File: src/rtl/ext_intr_ctrl.sv
// Machine-level external interrupt controller: synchronised edge-triggered sources,
// pending/enable state, claim on trap and retire on mret. Optional timer source under MTIMER_EN.
module ext_intr_ctrl #(
  parameter int unsigned NSRC        = 4,
  parameter int unsigned SYNC_STAGES = 2
) (
  input  logic            clk,
  input  logic            rst,
  input  logic [NSRC-1:0] irq_src,
  input  logic            trap_taken,
  input  logic            mret_m,
  input  logic [2:0]      reg_addr,
  input  logic            reg_we,
  input  logic [31:0]     reg_wdata,
  output logic [31:0]     reg_rdata,
  output logic            intr_excep,
  output logic [3:0]      claim_id
);

`ifdef MTIMER_EN
  localparam int unsigned NREQ = NSRC + 1;
`else
  localparam int unsigned NREQ = NSRC;
`endif

  typedef enum logic [1:0] {IDLE, REQ, SERVICE} state_t;

  state_t          state_q, state_d;
  logic [NSRC-1:0] sync_q [SYNC_STAGES];
  logic [NSRC-1:0] prev_q;
  logic [NSRC-1:0] rise;
  logic [NSRC-1:0] pending_q;
  logic [NSRC-1:0] clr_mask;
  logic [NREQ-1:0] enable_q;
  logic [NREQ-1:0] req;
  logic [3:0]      win_id;
  logic [3:0]      claim_d;
  logic            intr_d;
  logic            claim_fire;
  logic            unused_wdata;

  assign unused_wdata = ^reg_wdata;

  always_ff @(posedge clk) begin
    if (rst) begin
      for (int unsigned s = 0; s < SYNC_STAGES; s++) sync_q[s] <= '0;
      prev_q    <= '0;
      pending_q <= '0;
      enable_q  <= '0;
    end else begin
      sync_q[0] <= irq_src;
      for (int unsigned s = 1; s < SYNC_STAGES; s++) sync_q[s] <= sync_q[s-1];
      prev_q    <= sync_q[SYNC_STAGES-1];
      // A fresh edge on the claimed source survives its own clear
      pending_q <= (pending_q & ~clr_mask) | rise;
      if (reg_we && reg_addr == 3'd1) enable_q <= reg_wdata[NREQ-1:0];
    end
  end

  assign rise = sync_q[SYNC_STAGES-1] & ~prev_q;

`ifdef MTIMER_EN
  logic [31:0] mtime_q;
  logic [31:0] mtimecmp_q;
  logic        timer_lvl;

  always_ff @(posedge clk) begin
    if (rst) begin
      mtime_q    <= '0;
      mtimecmp_q <= '1;
    end else begin
      if (reg_we && reg_addr == 3'd4) mtime_q <= reg_wdata;
      else                            mtime_q <= mtime_q + 32'd1;
      if (reg_we && reg_addr == 3'd3) mtimecmp_q <= reg_wdata;
    end
  end

  assign timer_lvl = (mtime_q >= mtimecmp_q);
  assign req       = {timer_lvl, pending_q} & enable_q;
`else
  assign req = pending_q & enable_q;
`endif

  // Lowest index wins, so scan from the top and let lower hits overwrite
  always_comb begin
    win_id = '0;
    for (int unsigned i = NREQ; i > 0; i--) begin
      if (req[i-1]) win_id = 4'(i);
    end
  end

  always_ff @(posedge clk) begin
    if (rst) begin
      state_q    <= IDLE;
      intr_excep <= 1'b0;
      claim_id   <= '0;
    end else begin
      state_q    <= state_d;
      intr_excep <= intr_d;
      claim_id   <= claim_d;
    end
  end

  always_comb begin
    state_d = state_q;
    case (state_q)
      IDLE:    if (|req) state_d = REQ;
      REQ: begin
        if (trap_taken)  state_d = SERVICE;
        else if (~|req)  state_d = IDLE;
      end
      SERVICE: if (mret_m) state_d = IDLE;
      default: state_d = IDLE;
    endcase
  end

  always_comb begin
    intr_d     = (state_d == REQ);
    claim_fire = (state_q == REQ) && trap_taken;
    claim_d    = claim_id;
    if (claim_fire)                         claim_d = win_id;
    else if (state_q == SERVICE && mret_m)  claim_d = '0;
    clr_mask = '0;
    for (int unsigned i = 0; i < NSRC; i++) begin
      clr_mask[i] = claim_fire && (win_id == 4'(i + 1));
    end
  end

  always_comb begin
    reg_rdata = '0;
    case (reg_addr)
      3'd0: begin
        reg_rdata[NSRC-1:0] = pending_q;
`ifdef MTIMER_EN
        reg_rdata[NSRC] = timer_lvl;
`endif
      end
      3'd1: reg_rdata[NREQ-1:0] = enable_q;
      3'd2: reg_rdata[3:0]      = claim_id;
`ifdef MTIMER_EN
      3'd3: reg_rdata = mtimecmp_q;
      3'd4: reg_rdata = mtime_q;
`endif
      default: reg_rdata = '0;
    endcase
  end

endmodule
File: config.mk
export PLATFORM = sky130hd
export DESIGN_NAME = ext_intr_ctrl
export DESIGN_NICKNAME = d
export VERILOG_FILES = /design/src/rtl/ext_intr_ctrl.sv
export SDC_FILE = /design/constraint.sdc
export NUM_CORES = 1
export LEC_CHECK = 0
export BUFFER_PORTS_ARGS = -buffer_cell sky130_fd_sc_hd__clkbuf_2
export CORE_ASPECT_RATIO = 0.75
export CORE_MARGIN = 2
export CORE_UTILIZATION = 37
export CTS_CLUSTER_SIZE = 8
export DETAILED_ROUTE_END_ITERATION = 10
export GPL_TIMING_DRIVEN = 1
export PLACE_DENSITY_LB_ADDON = 0.15
export SLEW_MARGIN = 20
export SYNTH_ARGS = -nofsm -noshare
export SYNTH_HDL_FRONTEND = slang
export SYNTH_SLANG_ARGS = --single-unit
File: constraint.sdc
create_clock -name clk -period 1.3 [get_ports clk]
set_input_delay 0.065 -clock clk [delete_from_list [all_inputs] [get_ports clk]]
set_output_delay 0.065 -clock clk [all_outputs]
set_load 0.01 [all_outputs]
==> results.md <==
- Number of enable flip-flop cells after synthesis: 0
- Net switching fraction of the power: 21.3%
- Pin count of the biggest net entering global routing: 16
- Power density of the placed cells: 1070 nW/um2
- Clock sinks: 26
- Synthesis-to-finish area growth: 26.8%
- Global-route congestion overflow total: 0
- Share of Yosys cell area claimed by the top area cell type: 42.5%
- CTS Root Cell: clkbuf_8
- Flip-flop cell with the highest count after synthesis: dfxtp_1
- Power share of the clock group: 39.7%
- Cell internal pwr: 1.31 mW
- Initial antenna violation count: 0
- Clk_lat worst skew: 0.27 ns
- Setup TNS: -0.0820 ns
- Effective utilization at floorplan: 38.0%
- Standard-cell row count: 18
- Net switching power: roughly 350 uW
- Number of buffers between clock root and the deepest sink: 2
- Violated checks: negative setup slack
- Area of the core region: 3220 um2
- Maxcap violations: 0
- Total CTS buffers: 3
- Fraction of the core area covered by cells at the end of the flow: about half
- Setup repair after global routing missed its margin: yes
- Worst-path cell chain: buf_4, nand2_1, or4b_4, a32o_1
- Via count of the first global-routing pass: roughly 770
- Time the final worst path needs with I/O delays and setup: 1.35 ns
- Synth warn: 0
- Highest clock frequency the design can meet: 740 MHz
- Syn_area_per_cell: 9.65 um2
- Post-synth ARST share: 0%
- Final-report max-slew violation count: 0
- Critical-path maximum fanout: 3
- Antenna fix cells: 0
- Count of different cell masters after synthesis: 27
- Cell leakage power: 0.711 nW
- Required time worst endpoint: 1.47 ns
- Largest delay share family, worst path: simple AND/OR/NAND/NOR gates
- CP endpoint kind: flop
- Die outline area: 3790 um2
- Worst Path Buf+Inv: 1
- Number of nets in the layout: 214
- Die Span X: 70.4 um
- Height of the die: roughly 54 um
- Cell area reported after detailed placement: 1380 um2
- DR pass1 iterations: 4
- Synth Cell Area: 1220 um2
- Number of buffers inserted by port buffering: 23
- Register bit count reported by yosys: 26
- TritonCTS clock tree: yes
- Fraction of power consumed by sequential logic: between 50% and 60%
- Commonest cells post-synth: buf_4, dfxtp_1, nor2b_1, mux2i_1, nor2_1
- Leading area contributor after synthesis: dfxtp_1
- Global-route wire length before repair: 3390 um
- Final clock skew: roughly 0.0028 ns
- Number of routed nets with antenna violations: 0
- Post-layout instance area: roughly 1600 um2
- Post-detailed-route DRC marker count: 0
- GP Congestion: 0.773
- Violation count after the first detailed-routing iteration: 28
- Critical Path Start Type: flop
- GRT Total Usage: 11.8%
- Final count of hold timing violations: 0
- Final setup violation count: 3
- Critical path start-end classification: reg2reg
- Final worst-path cycle share: 104%
- Peak VDD IR: 0.916 mV
- Routed vias: 896
- Wirelength, routed: 2180 um
- Worst hold-check path type: in2reg
- Instance count of the mapped netlist: 127
- Post-DR vias/cell: 4.29
- Arrival time of data at the critical path endpoint: 1.52 ns
- Most repeated cell in the gate-level netlist after synthesis: buf_4
- Leading cell types by total area after synthesis: dfxtp_1, buf_4, nor2b_1, mux2i_1, a32o_1
- Maximum level of the CTS H-tree: 1
- Routed length per instance: 10.4 um
- Clock edge transition at the registers on the reported setup and hold paths: 0.09 ns
- Share of the yosys chip area belonging to registers: 42.5%
- Worst Slack Setup Final: -0.0521 ns
- CP peak stage delay: 0.46 ns
- Ports placed on the boundary: 81
- Outcome: finished with violations
- Logic pwr share: 10.0%
- Sum of net half-perimeters after detailed placement: 1690 um
- Crit-path slowest cell: or4b_4
- Fraction of layout instances using a drive strength above 1: 35.5%
## repair_timing
action	in CTS	in global routing
hold buffers	3	0
setup buffers	2	1
gates resized for setup	3	15
endpoints found under the hold margin	3	0
gates cloned	0	0
endpoints found under the setup margin	3	9
pin swaps	5	5
## area by class of cell
type / count / area, um2
timing repair buffer: 43 / 280
inverter: 6 / 22.5
tap: 40 / 50.0
fill: 327 / 1670
sequential: 26 / 534
multi-input combinational: 90 / 594
clock inverter: 1 / 30.0
clock buffer: 3 / 41.3
## cells in the final DEF, fill, tap and decap left out, drive strengths merged
cell type and instances:
nor4bb 1, and2 2, nor3 1, nor2 8, clkbuf 25, nand3 2
o21ai 2, a2bb2oi 3, and3b 1, nand3b 2, a2111oi 2, dlygate4sd3 3
a22o 1, nand2 2, a32o 5, bufinv 1, nor2b 14, mux2i 8
nand2b 2, a21oi 2, buf 18, conb 29, or4b 1, a222oi 1
a311oi 1, inv 6, dfxtp 26
## final timing paths
path | cells past startpoint | endpoint | slack [ns] | from
setup / recovery | 4 | pending_q[2] | -0.05 | pending_q[0]
hold / removal | 2 | sync_q[0][1] | 0.006 | irq_src[1]
setup reg to reg | 4 | pending_q[2] | -0.05 | pending_q[0]
hold reg to reg | 1 | sync_q[0][5] | 0.44 | sync_q[0][1]
## through the flow
step	cells	setup slack [ns]	total power, mW	hold WS [ns]
final	209	-0.0521	1.66	0.00562
after global routing	209	-0.121	1.74	0.00225
after CTS	209	-0.0494	1.66	0.00155
after detailed placement	200	-0.0609	0.998	0.279
after global placement	200	-0.0643	0.995	0.274
after floorplan	155	-0.0195	1.00	0.148
## layer usage
metal	track usage (%)	up-vias	wire length [um]	share of wire (%)
li1	-	457	-	-
met1	15.0	407	1020	47
met2	19.3	30	1010	46
met3	4.49	2	143	6.6
met4	2.24	0	7	0.32
met5	0	-	0	0
## cells by family (layout without fill, tap and decap cells)
group / Yosys count / after routing / share of synthesized area, %
DFF: 26 / 26 / 42.5
muxes: 8 / 8 / 6.54
and+or+nand+nor: 36 / 36 / 18.2
other: 1 / 29 / 0.306
buffers and inverters: 39 / 53 / 20.9
AOI/OAI and AO/OA: 17 / 17 / 11.5
## state kept, by name, summed over array words and instances, names as in the netlist
name,count
sync_q,8
enable_q,4
pending_q,4
prev_q,4
claim_id,3
state_q,2
intr_excep,1
## power groups by stage
stage | Combinational (mW) | Clock, mW | Sequential, mW
after floorplan | 0.156 | 0 | 0.849
after global placement | 0.142 | 0 | 0.853
after detailed placement | 0.145 | 0 | 0.853
after CTS | 0.154 | 0.675 | 0.835
after global routing | 0.185 | 0.716 | 0.836
final | 0.167 | 0.659 | 0.833
(Power assumes the default switching activity.)
